File: src/rtl/serial_subtractor.sv
// Bit-serial unsigned subtractor: computes x - y one bit per clock, LSB first.
// Each bit is handled by a full-subtractor cell built from two half-subtractor cells.

module half_subtractor (
  input  logic a,
  input  logic b,
  output logic d,
  output logic bo
);
  assign d  = a ^ b;
  assign bo = ~a & b;
endmodule

module full_subtractor (
  input  logic a,
  input  logic b,
  input  logic bi,
  output logic d,
  output logic bo
);
  logic d1, b1, b2;

  half_subtractor u_hs0 (.a(a),  .b(b),  .d(d1), .bo(b1));
  half_subtractor u_hs1 (.a(d1), .b(bi), .d(d),  .bo(b2));

  assign bo = b1 | b2;
endmodule

module serial_subtractor #(
  parameter int unsigned WIDTH = 8
) (
  input  logic             clk,
  input  logic             rst_n,
  input  logic             start,
  input  logic [WIDTH-1:0] x,
  input  logic [WIDTH-1:0] y,
  output logic             busy,
  output logic             done,
  output logic [WIDTH-1:0] diff,
  output logic             borrow_out,
  output logic             zero
);
  localparam int unsigned CW = $clog2(WIDTH);

  typedef enum logic [1:0] {IDLE, SHIFT, DONE} state_t;

  state_t           state, state_nx;
  logic [WIDTH-1:0] xs, ys, acc, acc_nx;
  logic [CW-1:0]    count;
  logic             br, br_nx, d_bit, last;

  full_subtractor u_fs (
    .a  (xs[0]),
    .b  (ys[0]),
    .bi (br),
    .d  (d_bit),
    .bo (br_nx)
  );

  // Accumulator fills from the MSB so the LSB-first stream ends up in place.
  assign acc_nx = {d_bit, acc[WIDTH-1:1]};
  assign last   = (count == CW'(WIDTH - 1));

  always_ff @(posedge clk or negedge rst_n) begin
    if (!rst_n) begin
      state <= IDLE;
    end else begin
      state <= state_nx;
    end
  end

  always_comb begin
    state_nx = state;
    unique case (state)
      IDLE:    if (start) state_nx = SHIFT;
      SHIFT:   if (last)  state_nx = DONE;
      DONE:    state_nx = IDLE;
      default: state_nx = IDLE;
    endcase
  end

  always_comb begin
    busy = (state == SHIFT);
    done = (state == DONE);
  end

  always_ff @(posedge clk or negedge rst_n) begin
    if (!rst_n) begin
      xs         <= '0;
      ys         <= '0;
      acc        <= '0;
      br         <= 1'b0;
      count      <= '0;
      diff       <= '0;
      borrow_out <= 1'b0;
      zero       <= 1'b0;
    end else begin
      unique case (state)
        IDLE: begin
          if (start) begin
            xs    <= x;
            ys    <= y;
            acc   <= '0;
            br    <= 1'b0;
            count <= '0;
          end
        end
        SHIFT: begin
          xs    <= xs >> 1;
          ys    <= ys >> 1;
          acc   <= acc_nx;
          br    <= br_nx;
          count <= count + CW'(1);
          if (last) begin
            diff       <= acc_nx;
            borrow_out <= br_nx;
            zero       <= (acc_nx == '0);
          end
        end
        default: ;
      endcase
    end
  end
endmodule
File: config.mk
export PLATFORM = sky130hd
export DESIGN_NAME = serial_subtractor
export DESIGN_NICKNAME = d
export VERILOG_FILES = /design/src/rtl/serial_subtractor.sv
export SDC_FILE = /design/constraint.sdc
export NUM_CORES = 1
export LEC_CHECK = 0
export ABC_AREA = 1
export BUFFER_PORTS_ARGS = -buffer_cell sky130_fd_sc_hd__buf_2
export CORE_MARGIN = 2
export CORE_UTILIZATION = 49
export DETAILED_ROUTE_END_ITERATION = 12
export GPL_ROUTABILITY_DRIVEN = 0
export PLACE_DENSITY_LB_ADDON = 0.05
export SLEW_MARGIN = 20
export SYNTH_ARGS = -nofsm -noshare
export SYNTH_HDL_FRONTEND = slang
export SYNTH_SLANG_ARGS = --single-unit
export TNS_END_PERCENT = 100
File: constraint.sdc
create_clock -name clk -period 1.43 [get_ports clk]
set_clock_uncertainty 0.1 [all_clocks]
set_input_delay 0.286 -clock clk [delete_from_list [all_inputs] [get_ports clk]]
set_output_delay 0.286 -clock clk [all_outputs]
set_load 0.1 [all_outputs]
# After elaboration in Yosys (flattened, before gate mapping)
# Cells that the tools add are included.
dict set report totals {
  inputBits 19
  word_cells 41
  ff_bits 40
}
dict set report classes {
  reduce_logical 6
  muxes 13
  n_bitwise 7
  n_eq_ne 5
  add_sub_neg 1
}
# op n
set op_table {}
lappend op_table {{$pmux W8 S2} 3}
lappend op_table {{$mux W8} 3}
lappend op_table {{$logic_not A8 Y1} 1}
lappend op_table {{$pmux W3 S2} 1}
lappend op_table {{$reduce_and A2 Y1} 3}
lappend op_table {{$mux W2} 2}
lappend op_table {{$pmux W2 S2} 1}
lappend op_table {{$add A3 B1 Y3 const B} 1}
lappend op_table {{$eq A3 B3 Y1 const B} 1}
lappend op_table {{$mux W3} 1}
lappend op_table {{$and A1 B1 Y1} 2}
lappend op_table {{$eq A2 B1 Y1 const B} 1}
lappend op_table {{$eq A2 B2 Y1 const B} 1}
lappend op_table {{$logic_not A2 Y1} 1}
lappend op_table {{$ne A2 B1 Y1 const B} 1}
lappend op_table {{$ne A2 B2 Y1 const B} 1}
lappend op_table {{$not A1 Y1} 2}
lappend op_table {{$pmux W1 S2} 1}
lappend op_table {{$reduce_bool A2 Y1} 1}
lappend op_table {{$xor A1 B1 Y1} 2}
lappend op_table {{$mux W1} 1}
lappend op_table {{$or A1 B1 Y1} 1}

# Logic depth before layout (Yosys ltp)
dict set report depth {
  ltp_word 5
  depth_mapped 7
}

# Modules after synthesis
# From an unflattened synthesis, not the netlist that was laid out.
dict set report hier_totals {
  hier_cells 222
  hier_area_um2 1856.8
}
# mod area_each_um2 seq_area_each_um2 instances cells_each
set modules_own_cells {}
lappend modules_own_cells {serial_subtractor 1805.5 975.9 1 213}
lappend modules_own_cells {half_subtractor 20.0 0.0 2 3}
lappend modules_own_cells {full_subtractor 11.3 0.0 1 3}

# Least setup slack after synthesis
# OpenSTA, ideal clock, no wires.
dict set report synth_path {
  path_kind {reg-to-output}
  startpoint {register state[1]}
  endpoint {output port done}
  arrival_ps 1727
  path_buffers 0
  path_slack_ps -683
  path_stages_with_launch 3
  path_cell_list {dfrtp_1 > inv_1 > nor2_1}
}
dict set report synth_via {
  elab_chain_cells 1
}
# element line
set synth_lines {}
lappend synth_lines {{start, declared} 47} ;# state_t state, state_nx;
lappend synth_lines {{start signal, assigned} 68} ;# state <= state_nx;
lappend synth_lines {{$eq A2 B2 Y1} 84} ;# done = (state == DONE);
lappend synth_lines {{end, declared} 38} ;# output logic done,
# Every way passes these cells.

# Final worst setup path
dict set report layout_path {
  startpoint {register state[0]}
  endpoint {output port busy}
}
dict set report layout_via {
  elab_chain_cells 1
}
# element line
set layout_lines {}
lappend layout_lines {{$eq A2 B1 Y1} 83} ;# busy = (state == SHIFT);
lappend layout_lines {{end, declared} 37} ;# output logic busy,
# Every way passes these cells.

==> flow_summary.yaml <==
cts:
  clockBufferDepth: 2
  cts_buffers: 5
  cts.sinks: 39
  insertion_delay_ns: 0.35
  htree_levels: 2
  root_buffer: "clkbuf_4"
  path_clk_slew_ns: 0.11
  cts_tree: "yes"
setup_path:
  crit_required_ns: 1.04
  startpoint_type: "register"
  slowest_stage: "dfrtp_2"
  path_class: "register to output port"
  setup.worst_path.end_class: "output port"
  critPathArrivalTime_ns: 1.19
  cp_max_fo: 4
  path_cells: "inv_2 > nor2_4 > buf_12"
  slowest_delay_ns: 0.44
sta:
  max_freq_mhz: 634
  period_needed_ns: 1.58
  rsz0062_at_grt: "yes"
  relSlewSlack: 0.850
  tightest_slew_ns: 0.224
  hold_viol_final: 0
  setup_ws_ns: -0.147
  setup-tns-final_ns: -0.349
  setup_viol: 7
  fin_crit_sh: 1.10
  slew_violations: 0
global_routing:
  grt_pass1_vias: 1559
  grt_max_degree: 40
  grt_first_pass_wirelength_um: 6710
  grt_overflow_total: 0
  antenna_found_initial: 0
  track_usage: 0.211
run_status:
  status: "finished, violations left"
  violations: "negative setup slack"
final_layout:
  post-route-util: 0.700
  final_nets: 282
  fin_cells: 307
  area_growth_pct: 33.4
  drive_above_1_share: 0.291
  antenna_cells: 0
yosys:
  ys_async_sr_fraction: 1.00
  syn_nets: 234
  syn_area_um2: 1790
  synth_most_common_cell: "nand2_1"
  yosysTopAreaCell: "dfrtp_1"
  ys_types: 17
  synth_top_area_share: 0.545
  yosys_warnings: 0
  synth_area_leaders: "dfrtp_1 54%, nand2_1 16%, inv_1 7.1%"
  netlist_instances: 212
  syn_area_per_cell_um2: 8.45
  synth_common_cells: "75 x nand2_1, 39 x dfrtp_1, 34 x inv_1"
  synth_seq_cells: 39
  synth_ff_type: "dfrtp_1"
  ys_seq_area_frac: 0.545
  synth_edf_count: 0
detailed_routing:
  viasPerCell: 4.83
  drt_iter0_drc: 103
  dr.max_layer_used: "met4"
  wl_per_cell_um: 12.1
  first_pass_iters: 5
  met2WireLength_um: 1960
  wl_met1_um: 1490
  route.vias.total: 1484
  dr_wl_met3_um: 138
  remaining_drc_errors: 0
  routed_wl_um: 3710
  postRouteAntennaNets: 0
pwr:
  ir_worst_vdd_mv: 1.37
  p_leak_nw: 1.30
  p_total_w: 0.00623
  p_per_area_nw_per_um2: 2610
flow_run:
  maxCapViolations: 0
die:
  core_um2: 3420
  die_h_um: 64.5
  io_pins: 31
  dieArea_um2: 4160
  initial_core_util: 0.525
  die_x_um: 64.5
  placementRows: 21
placed_design:
  portBuffers: 30
  dp.cells: 291
  dp_hpwl_um: 2570
worst_hold_path:
  hold_path.class: "input pin to register"
-- critical path: cells and delay by family, from the launching register on --
kind / cells / cell delay, ns
buffers and inverters: 2 / 0.26
flip-flops: 1 / 0.44
AND/OR/NAND/NOR: 1 / 0.15
-- what timing repair did --
action,4_1_cts,5_1_grt
setup endpoints to repair,3,26
cloned,0,1
hold endpoints to repair,39,0
setup buffers,5,1
hold buffers,1,0
pin swaps,2,6
gates resized for setup,2,8
-- layer usage --
layer	vias to the layer above	global-route usage
met4	0	0.117
met1	702	0.242
met5	-	0
met3	11	0.0365
li1	738	-
met2	33	0.372
-- worst paths after layout --
check,from,endpoint,slack [ns],cells past startpoint
max,state[0]$_DFFE_PN0P_,busy,-0.15,3
min,x[7],xs[7]$_DFFE_PN0P_,0.05,3
max reg2reg,ys[0]$_DFFE_PN0P_,zero$_DFFE_PN0P_,-0.03,7
min reg2reg,xs[2]$_DFFE_PN0P_,xs[2]$_DFFE_PN0P_,0.39,2
max in group asynchronous,rst_n,state[0]$_DFFE_PN0P_,0.69,3
min in group asynchronous,rst_n,diff[3]$_DFFE_PN0P_,0.32,3
-- power by group --
part | leakage, nW | switching [W] | internal [W]
Sequential | 0.489 | 0.000347 | 0.00159
Combinational | 0.782 | 0.00229 | 0.00145
Clock | 0.0293 | 0.000352 | 0.000192
-- cell usage in the layout (no fill, tap or decap), drive strengths merged --
cell	instances
ha	2
dfrtp	39
a21oi	2
clkinv	1
o21ai	10
fa	1
clkbuf	8
buf	47
dlygate4sd3	1
nand3	17
nor2	10
nand2	78
o22ai	8
inv	37
-- flip-flops by register name (all words and copies together), names as in the netlist, 2 cells and up --
| signal | cells |
|---|---|
| acc | 7 |
| count | 3 |
| diff | 8 |
| state | 2 |
| xs | 8 |
| ys | 8 |
-- metrics by stage --
step	setup WS (ns)	area (um2)	hold slack, ns
final	-0.147	2390	0.0479
after global routing	-0.187	2390	0.0488
after CTS	-0.181	2340	0.0362
after detailed placement	0.0118	2240	0.168
after global placement	0.0386	2240	0.169
after floorplan	-0.00695	1800	-0.110
-- final cells by class --
cell class / instances / area [um2]
Clock inverter: 1 / 5.00
Sequential cell: 39 / 977
Inverter: 37 / 141
Tap cell: 46 / 57.6
Multi-Input combinational cell: 128 / 638
Timing Repair Buffer: 49 / 526
Clock buffer: 7 / 45.0
Fill cell: 279 / 1030
-- logic make-up (layout without fill, tap and decap cells) --
family / count (synthesis) / after routing / synth area share
AO/OA/AOI/OAI: 20 / 20 / 0.0803
buffers and inverters: 45 / 94 / 0.110
AND/OR/NAND/NOR: 105 / 105 / 0.240
adder cells (fa/ha/maj): 3 / 3 / 0.0251
flip-flops: 39 / 39 / 0.545
Note: power is estimated with default switching activity, not from simulation.
